==> src/rtl/cpu_ctrl_pkg.sv <==
// Control-unit definitions shared by the branch sequencer and the main control unit:
// T-step state encoding, branch opcode, IR field positions and the datapath strobe bundle.
package cpu_ctrl_pkg;

    typedef enum logic [2:0] {
        IDLE = 3'd0,
        T0   = 3'd1,
        T1   = 3'd2,
        T2   = 3'd3,
        T3   = 3'd4,
        T4   = 3'd5,
        T5   = 3'd6,
        T6   = 3'd7
    } state_t;

    localparam logic [4:0] OP_BR = 5'b10010;

    localparam int OPC_MSB = 31;
    localparam int OPC_LSB = 27;
    localparam int RA_MSB  = 26;
    localparam int RA_LSB  = 23;
    localparam int C2_MSB  = 20;
    localparam int C2_LSB  = 19;
    localparam int C_MSB   = 18;
    localparam int C_LSB   = 0;

    typedef struct packed {
        logic PCout;
        logic MARin;
        logic IncPC;
        logic Zin;
        logic Zlowout;
        logic PCin;
        logic Read;
        logic MDRin;
        logic MDRout;
        logic IRin;
        logic Gra;
        logic Rout;
        logic CONin;
        logic Yin;
        logic Cout;
        logic ADD;
    } strobes_t;

    function automatic logic [4:0] ir_opcode(input logic [31:0] ir);
        return ir[OPC_MSB:OPC_LSB];
    endfunction

    // T-steps are encoded one above their index so IDLE can own code 0.
    function automatic logic [2:0] step_of(input state_t s);
        return (s == IDLE) ? 3'd0 : 3'(s) - 3'd1;
    endfunction

endpackage

==> src/rtl/branch_sequencer_if.sv <==
// Handshake and strobe bundle between the branch sequencer and the rest of the control unit.
// The sequencer uses the slave modport; whoever starts it and consumes the strobes uses master.
interface branch_sequencer_if;

    logic        start;
    logic [31:0] IR;
    logic        CONout;
    logic        mem_ready;

    logic PCout, MARin, IncPC, Zin, Zlowout, PCin, Read, MDRin;
    logic MDRout, IRin, Gra, Rout, CONin, Yin, Cout, ADD;
    logic        busy;
    logic        done;
    logic        nonbranch;
    logic [2:0]  step;

    modport master (
        output start, IR, CONout, mem_ready,
        input  PCout, MARin, IncPC, Zin, Zlowout, PCin, Read, MDRin,
        input  MDRout, IRin, Gra, Rout, CONin, Yin, Cout, ADD,
        input  busy, done, nonbranch, step
    );

    modport slave (
        input  start, IR, CONout, mem_ready,
        output PCout, MARin, IncPC, Zin, Zlowout, PCin, Read, MDRin,
        output MDRout, IRin, Gra, Rout, CONin, Yin, Cout, ADD,
        output busy, done, nonbranch, step
    );

endinterface

==> src/rtl/branch_step_decode.sv <==
// Combinational T-step decoder: state, IR opcode and CON result to datapath strobes,
// done and nonbranch. Holds no state.
module branch_step_decode
    import cpu_ctrl_pkg::*;
#(
    parameter logic [4:0] BR_OPCODE = 5'b10010
) (
    input  state_t     state,
    input  logic [4:0] opcode,
    input  logic       con_out,
    output strobes_t   strobes,
    output logic       done,
    output logic       nonbranch
);

    always_comb begin
        // NOTE: every output gets a default before the case so no path leaves one unassigned (no latches).
        strobes   = '0;
        done      = 1'b0;
        nonbranch = 1'b0;
        case (state)
            T0: begin
                strobes.PCout = 1'b1;
                strobes.MARin = 1'b1;
                strobes.IncPC = 1'b1;
                strobes.Zin   = 1'b1;
            end
            T1: begin
                strobes.Zlowout = 1'b1;
                strobes.PCin    = 1'b1;
                strobes.Read    = 1'b1;
                strobes.MDRin   = 1'b1;
            end
            T2: begin
                strobes.MDRout = 1'b1;
                strobes.IRin   = 1'b1;
            end
            T3: begin
                if (opcode == BR_OPCODE) begin
                    strobes.Gra   = 1'b1;
                    strobes.Rout  = 1'b1;
                    strobes.CONin = 1'b1;
                end else begin
                    done      = 1'b1;
                    nonbranch = 1'b1;
                end
            end
            T4: begin
                strobes.PCout = 1'b1;
                strobes.Yin   = 1'b1;
            end
            T5: begin
                strobes.Cout = 1'b1;
                strobes.ADD  = 1'b1;
                strobes.Zin  = 1'b1;
            end
            T6: begin
                // The registered CON result is the only thing that decides whether PC takes the target.
                strobes.Zlowout = 1'b1;
                strobes.PCin    = con_out;
                done            = 1'b1;
            end
            default: ;
        endcase
    end

endmodule

==> src/rtl/branch_sequencer.sv <==
// Fetch/branch T-step sequencer around the CON stage. Define BRANCH_SEQ_MEM_WAIT_EN to
// stretch T1 until mem_ready; otherwise T1 is a single cycle and mem_ready is ignored.
module branch_sequencer #(
    parameter logic [4:0] OP_BR = cpu_ctrl_pkg::OP_BR
) (
    input logic               clk,
    input logic               clr,
    branch_sequencer_if.slave bus
);
    import cpu_ctrl_pkg::*;

    state_t   state;
    state_t   state_nxt;
    strobes_t strobes;
    logic     done;
    logic     nonbranch;

    branch_step_decode #(
        .BR_OPCODE (OP_BR)
    ) u_decode (
        .state     (state),
        .opcode    (ir_opcode(bus.IR)),
        .con_out   (bus.CONout),
        .strobes   (strobes),
        .done      (done),
        .nonbranch (nonbranch)
    );

    always_ff @(posedge clk) begin
        // NOTE: state registers use non-blocking assignment so every flop samples pre-edge values.
        if (clr) state <= IDLE;
        else     state <= state_nxt;
    end

    always_comb begin
        state_nxt = state;
        case (state)
            IDLE: if (bus.start) state_nxt = T0;
            T0:   state_nxt = T1;
`ifdef BRANCH_SEQ_MEM_WAIT_EN
            T1:   state_nxt = bus.mem_ready ? T2 : T1;
`else
            T1:   state_nxt = T2;
`endif
            T2:   state_nxt = T3;
            T3:   state_nxt = nonbranch ? IDLE : T4;
            T4:   state_nxt = T5;
            T5:   state_nxt = T6;
            T6:   state_nxt = IDLE;
            default: state_nxt = IDLE;
        endcase
    end

    // Only the opcode is decoded here; register and offset fields go straight to the datapath.
    logic unused_inputs;
`ifdef BRANCH_SEQ_MEM_WAIT_EN
    assign unused_inputs = ^bus.IR[RA_MSB:C_LSB];
`else
    assign unused_inputs = ^{bus.IR[RA_MSB:C_LSB], bus.mem_ready};
`endif

    assign bus.PCout     = strobes.PCout;
    assign bus.MARin     = strobes.MARin;
    assign bus.IncPC     = strobes.IncPC;
    assign bus.Zin       = strobes.Zin;
    assign bus.Zlowout   = strobes.Zlowout;
    assign bus.PCin      = strobes.PCin;
    assign bus.Read      = strobes.Read;
    assign bus.MDRin     = strobes.MDRin;
    assign bus.MDRout    = strobes.MDRout;
    assign bus.IRin      = strobes.IRin;
    assign bus.Gra       = strobes.Gra;
    assign bus.Rout      = strobes.Rout;
    assign bus.CONin     = strobes.CONin;
    assign bus.Yin       = strobes.Yin;
    assign bus.Cout      = strobes.Cout;
    assign bus.ADD       = strobes.ADD;
    assign bus.busy      = (state != IDLE);
    assign bus.done      = done;
    assign bus.nonbranch = nonbranch;
    assign bus.step      = step_of(state);

endmodule
==> src/flat_wrapper.sv <==
// flat-port wrapper written by rule: the top's interface ports become plain ports
module branch_sequencer_flat import cpu_ctrl_pkg::*;
#(
    parameter logic [4:0] OP_BR = cpu_ctrl_pkg::OP_BR
)
  (clk, clr, bus_start, bus_IR, bus_CONout, bus_mem_ready, bus_PCout, bus_MARin, bus_IncPC, bus_Zin, bus_Zlowout, bus_PCin, bus_Read, bus_MDRin, bus_MDRout, bus_IRin, bus_Gra, bus_Rout, bus_CONin, bus_Yin, bus_Cout, bus_ADD, bus_busy, bus_done, bus_nonbranch, bus_step);
  branch_sequencer_if bus_i ();
  input logic clk;
  input logic clr;
  input wire logic [$bits(bus_i.start)-1:0] bus_start;
  input wire logic [$bits(bus_i.IR)-1:0] bus_IR;
  input wire logic [$bits(bus_i.CONout)-1:0] bus_CONout;
  input wire logic [$bits(bus_i.mem_ready)-1:0] bus_mem_ready;
  output wire logic [$bits(bus_i.PCout)-1:0] bus_PCout;
  output wire logic [$bits(bus_i.MARin)-1:0] bus_MARin;
  output wire logic [$bits(bus_i.IncPC)-1:0] bus_IncPC;
  output wire logic [$bits(bus_i.Zin)-1:0] bus_Zin;
  output wire logic [$bits(bus_i.Zlowout)-1:0] bus_Zlowout;
  output wire logic [$bits(bus_i.PCin)-1:0] bus_PCin;
  output wire logic [$bits(bus_i.Read)-1:0] bus_Read;
  output wire logic [$bits(bus_i.MDRin)-1:0] bus_MDRin;
  output wire logic [$bits(bus_i.MDRout)-1:0] bus_MDRout;
  output wire logic [$bits(bus_i.IRin)-1:0] bus_IRin;
  output wire logic [$bits(bus_i.Gra)-1:0] bus_Gra;
  output wire logic [$bits(bus_i.Rout)-1:0] bus_Rout;
  output wire logic [$bits(bus_i.CONin)-1:0] bus_CONin;
  output wire logic [$bits(bus_i.Yin)-1:0] bus_Yin;
  output wire logic [$bits(bus_i.Cout)-1:0] bus_Cout;
  output wire logic [$bits(bus_i.ADD)-1:0] bus_ADD;
  output wire logic [$bits(bus_i.busy)-1:0] bus_busy;
  output wire logic [$bits(bus_i.done)-1:0] bus_done;
  output wire logic [$bits(bus_i.nonbranch)-1:0] bus_nonbranch;
  output wire logic [$bits(bus_i.step)-1:0] bus_step;
  assign bus_i.start = bus_start;
  assign bus_i.IR = bus_IR;
  assign bus_i.CONout = bus_CONout;
  assign bus_i.mem_ready = bus_mem_ready;
  assign bus_PCout = bus_i.PCout;
  assign bus_MARin = bus_i.MARin;
  assign bus_IncPC = bus_i.IncPC;
  assign bus_Zin = bus_i.Zin;
  assign bus_Zlowout = bus_i.Zlowout;
  assign bus_PCin = bus_i.PCin;
  assign bus_Read = bus_i.Read;
  assign bus_MDRin = bus_i.MDRin;
  assign bus_MDRout = bus_i.MDRout;
  assign bus_IRin = bus_i.IRin;
  assign bus_Gra = bus_i.Gra;
  assign bus_Rout = bus_i.Rout;
  assign bus_CONin = bus_i.CONin;
  assign bus_Yin = bus_i.Yin;
  assign bus_Cout = bus_i.Cout;
  assign bus_ADD = bus_i.ADD;
  assign bus_busy = bus_i.busy;
  assign bus_done = bus_i.done;
  assign bus_nonbranch = bus_i.nonbranch;
  assign bus_step = bus_i.step;
  branch_sequencer #(.OP_BR(OP_BR)) u_core (.clk(clk), .clr(clr), .bus(bus_i));
endmodule
==> config.mk <==
export PLATFORM = sky130hd
export DESIGN_NAME = branch_sequencer_flat
export DESIGN_NICKNAME = d
export VERILOG_FILES = /design/src/rtl/cpu_ctrl_pkg.sv /design/src/rtl/branch_sequencer_if.sv /design/src/rtl/branch_step_decode.sv /design/src/rtl/branch_sequencer.sv /design/src/flat_wrapper.sv
export SDC_FILE = /design/constraint.sdc
export NUM_CORES = 1
export LEC_CHECK = 0
export CAP_MARGIN = 20
export CORE_ASPECT_RATIO = 1.2
export CORE_UTILIZATION = 28
export DETAILED_ROUTE_END_ITERATION = 6
export HOLD_SLACK_MARGIN = 0.08
export PLACE_DENSITY = 0.85
export SYNTH_ARGS = -nofsm -noshare
export SYNTH_HDL_FRONTEND = slang
export SYNTH_HIERARCHICAL = 1
export SYNTH_SLANG_ARGS = --single-unit
==> constraint.sdc <==
create_clock -name clk -period 2.55 [get_ports clk]
set_input_delay 0.255 -clock clk [delete_from_list [all_inputs] [get_ports clk]]
set_output_delay 0.255 -clock clk [all_outputs]
set_load 0.05 [all_outputs]
==> results_dict.tcl <==
set metrics [dict create \
    htreeDepth 1 \
    power_frac_clock 0.070 \
    cts_resized 0 \
    detail_route.wirelength_um 969 \
    routability_cong 0.801 \
    fillers 165 \
    crit_chain "nand2_1 > a311oi_1 > clkdlybuf4s50_1" \
    synth_seq_cells 3 \
    fp-row-count 16 \
    cp_slowest_cell "sky130_fd_sc_hd__clkdlybuf4s50_1" \
    cts_tree "done" \
    worst_margin_pin_slew_ns 0.497 \
    run_status "complete, no violations" \
    crit_fanout 14 \
    synth-seq-area-share 0.123 \
    placeableCoreArea_um2 1640 \
    clk-insertion-delay-late_ns 0.23 \
    power_switching_share 0.614 \
    fp.dieH_um 47.7 \
    hold_path_class "in -> reg" \
    drc_marker_count_from_the_first_detailed_route_iteration 3 \
    pin_count 59 \
    cp.arrival_ns 2.09 \
    initial_antenna_violation_count 0 \
    yosys-top-cells-area "sky130_fd_sc_hd__ha_1, sky130_fd_sc_hd__dfxtp_1, sky130_fd_sc_hd__nor3b_2, sky130_fd_sc_hd__buf_4, sky130_fd_sc_hd__inv_1" \
    clock_skew_ns 0.0000885 \
    placed_cells_incl_taps 100 \
    largest_reg_flops 3 \
    layout_cell_share_with_drive_strength_beyond_1 0.186 \
    area.growth.synth_to_final_pct 54.1 \
    finalInstanceArea_um2 752 \
    detailed_routing_iterations_pass_1 2 \
    preCtsSetupSlack_ns 0.400 \
    hold_violations 0 \
    die_width_um 40.1 \
    buffer_ports.inserted 30 \
    mappedNetlistNets 102 \
    cts_setup_buffers 0 \
    leakagePower_nw 0.315 \
    max_clock_freq_mhz 427 \
    yosys-top-cells-count "sky130_fd_sc_hd__inv_1, sky130_fd_sc_hd__buf_4, sky130_fd_sc_hd__ha_1, sky130_fd_sc_hd__nor3b_2" \
    required_ns 2.30 \
    synth_top_area_frac 0.128 \
    timing.max_slew.rel_slack 0.668 \
    drcViolationCount 0 \
    layout_top_registers "u_core/state: 3 flops" \
    cts.sink_count 3 \
    synth.avg_cell_area_um2 8.13 \
    final_antenna_net_count 0 \
    total_count_of_max_transition_violations_in_the_final_report 0 \
    timing.final.crit_period_ns 2.34 \
    layout.cells.non_filler 104 \
    largest_net_degree_at_the_start_of_global_routing 15 \
    most_frequently_used_cell_type_in_the_post_synthesis_netlist "sky130_fd_sc_hd__inv_1" \
    finalSetupViolCount 0 \
    postSynthCellCount 60 \
    pwr-share-comb 0.810 \
    post_layout_nets 129 \
    number_of_global_route_vias_before_repair 372 \
    cts.path.max_buffers 2 \
    timing.final.ws_setup_ns 0.206 \
    rsz0062_at_grt "false" \
    post_cts_hold_buffer_count 0 \
    post-synth-top-area-cell "sky130_fd_sc_hd__ha_1" \
    timing.hold.ws_ns 0.622 \
    synth-async-reset-ratio 0 \
    utilization 0.458 \
    global_route.overflow_total 0 \
    seq_power_share 0.119 \
    viasPerCell 4.80 \
    synth.lib_cells_used.distinct 31 \
    cts_root_buffer "sky130_fd_sc_hd__clkbuf_4" \
    grt_pass1_wl_um 1420 \
    drt-wirelength-per-cell_um 9.32 \
    syn_area_um2 488 \
    crit_path_start_kind "flop" \
    vias 499 \
    clock_transition_time_at_the_flip_flop_clock_pins_of_the_worst_setup_and_hold_paths_ns 0.04 \
    synth-edff-count 0 \
    fp.dieArea_um2 1910 \
    synth-main-ff-cell "sky130_fd_sc_hd__dfxtp_1" \
    most_flops_register "u_core/state" \
    report.power.total_mw 1.16 \
    criticalPathCategory "reg -> out" \
    number_of_buffers_created_by_cts 3 \
    track_usage 0.101 \
    p_int_mw 0.448 \
    peakVddDrop_mv 0.485 \
    critical-path-max-stage-delay_ns 0.84 \
    cap_viol_max_count 0 \
    antenna_cells_inserted 0 \
    ys_warn_count 6 \
    timing.final.crit_share 0.919 \
    netSwitchingPower_mw 0.713 \
    fin_setup_tns_ns 0 \
    placed_cell_area_um2 726 \
    initial_utilization 0.297 \
    power_density_nw_per_um2 1540 \
    worstSetupEndpointType "primary output" \
]
==> worst paths after layout <==
kind                            depth (start not counted)               to  slack (ns)            start
worst max register to register                          5  u_core/state[2]        0.85  u_core/state[2]
worst max-delay path                                    3         bus_done        0.21  u_core/state[0]
worst min register to register                          2  u_core/state[2]        0.73  u_core/state[2]
worst min-delay path                                    2  u_core/state[2]        0.62              clr
==> final cells by class <==
cell class              count  area, µm²  share of cell area
repair buffers             30        283               0.376
flip-flops and latches      3       60.1              0.0799
well taps                  18       22.5              0.0300
inverters                   7       26.3              0.0349
clock buffers               4       26.3              0.0349
multi-input cells          42        334               0.444
==> metal layers <==
metal,wire length [µm],GRT usage,vias to the layer above
met3,126,0.00930,0
li1,-,-,254
met2,437,0.194,28
met4,0,0.0207,0
met5,0,0,-
met1,405,0.118,217
==> cells by family after synthesis <==
kind of cell | count (synthesis) | synth area share
buffers and inverters | 15 | 0.192
AND/OR/NAND/NOR | 23 | 0.346
adder cells (fa/ha/maj) | 5 | 0.128
flip-flops | 3 | 0.123
AO/OA/AOI/OAI | 12 | 0.174
XOR/XNOR | 2 | 0.0359
==> power groups by stage <==
stage	Clock (mW)	Sequential, mW	Combinational [mW]
after global routing	0.0884	0.151	1.01
after CTS	0.0856	0.142	0.950
after global placement	0	0.139	0.938
final	0.0814	0.139	0.941
after detailed placement	0	0.142	0.949
after floorplan	0	0.0974	0.775
==> worst max-delay path, delay by kind of cell (launching register included) <==
family                 cells  cell delay [ns]
and+or+nand+nor            1             0.14
buffers and inverters      1             0.84
AOI/OAI and AO/OA          1             0.27
DFF                        1             0.61
==> placed cells by master, fill, tap and decap left out, types with 2 or more instances in the layout <==
cell	instances
sky130_fd_sc_hd__clkdlybuf4s50_1	23
sky130_fd_sc_hd__nor2_1	2
sky130_fd_sc_hd__nor2b_1	2
sky130_fd_sc_hd__inv_1	7
sky130_fd_sc_hd__nor3b_2	4
sky130_fd_sc_hd__dfxtp_1	3
sky130_fd_sc_hd__o21ai_0	3
sky130_fd_sc_hd__ha_1	5
sky130_fd_sc_hd__buf_4	7
sky130_fd_sc_hd__nand2_1	2
sky130_fd_sc_hd__clkbuf_4	3
sky130_fd_sc_hd__a21oi_1	3
sky130_fd_sc_hd__nor3_1	2
Power figures use the tool's default switching activity.
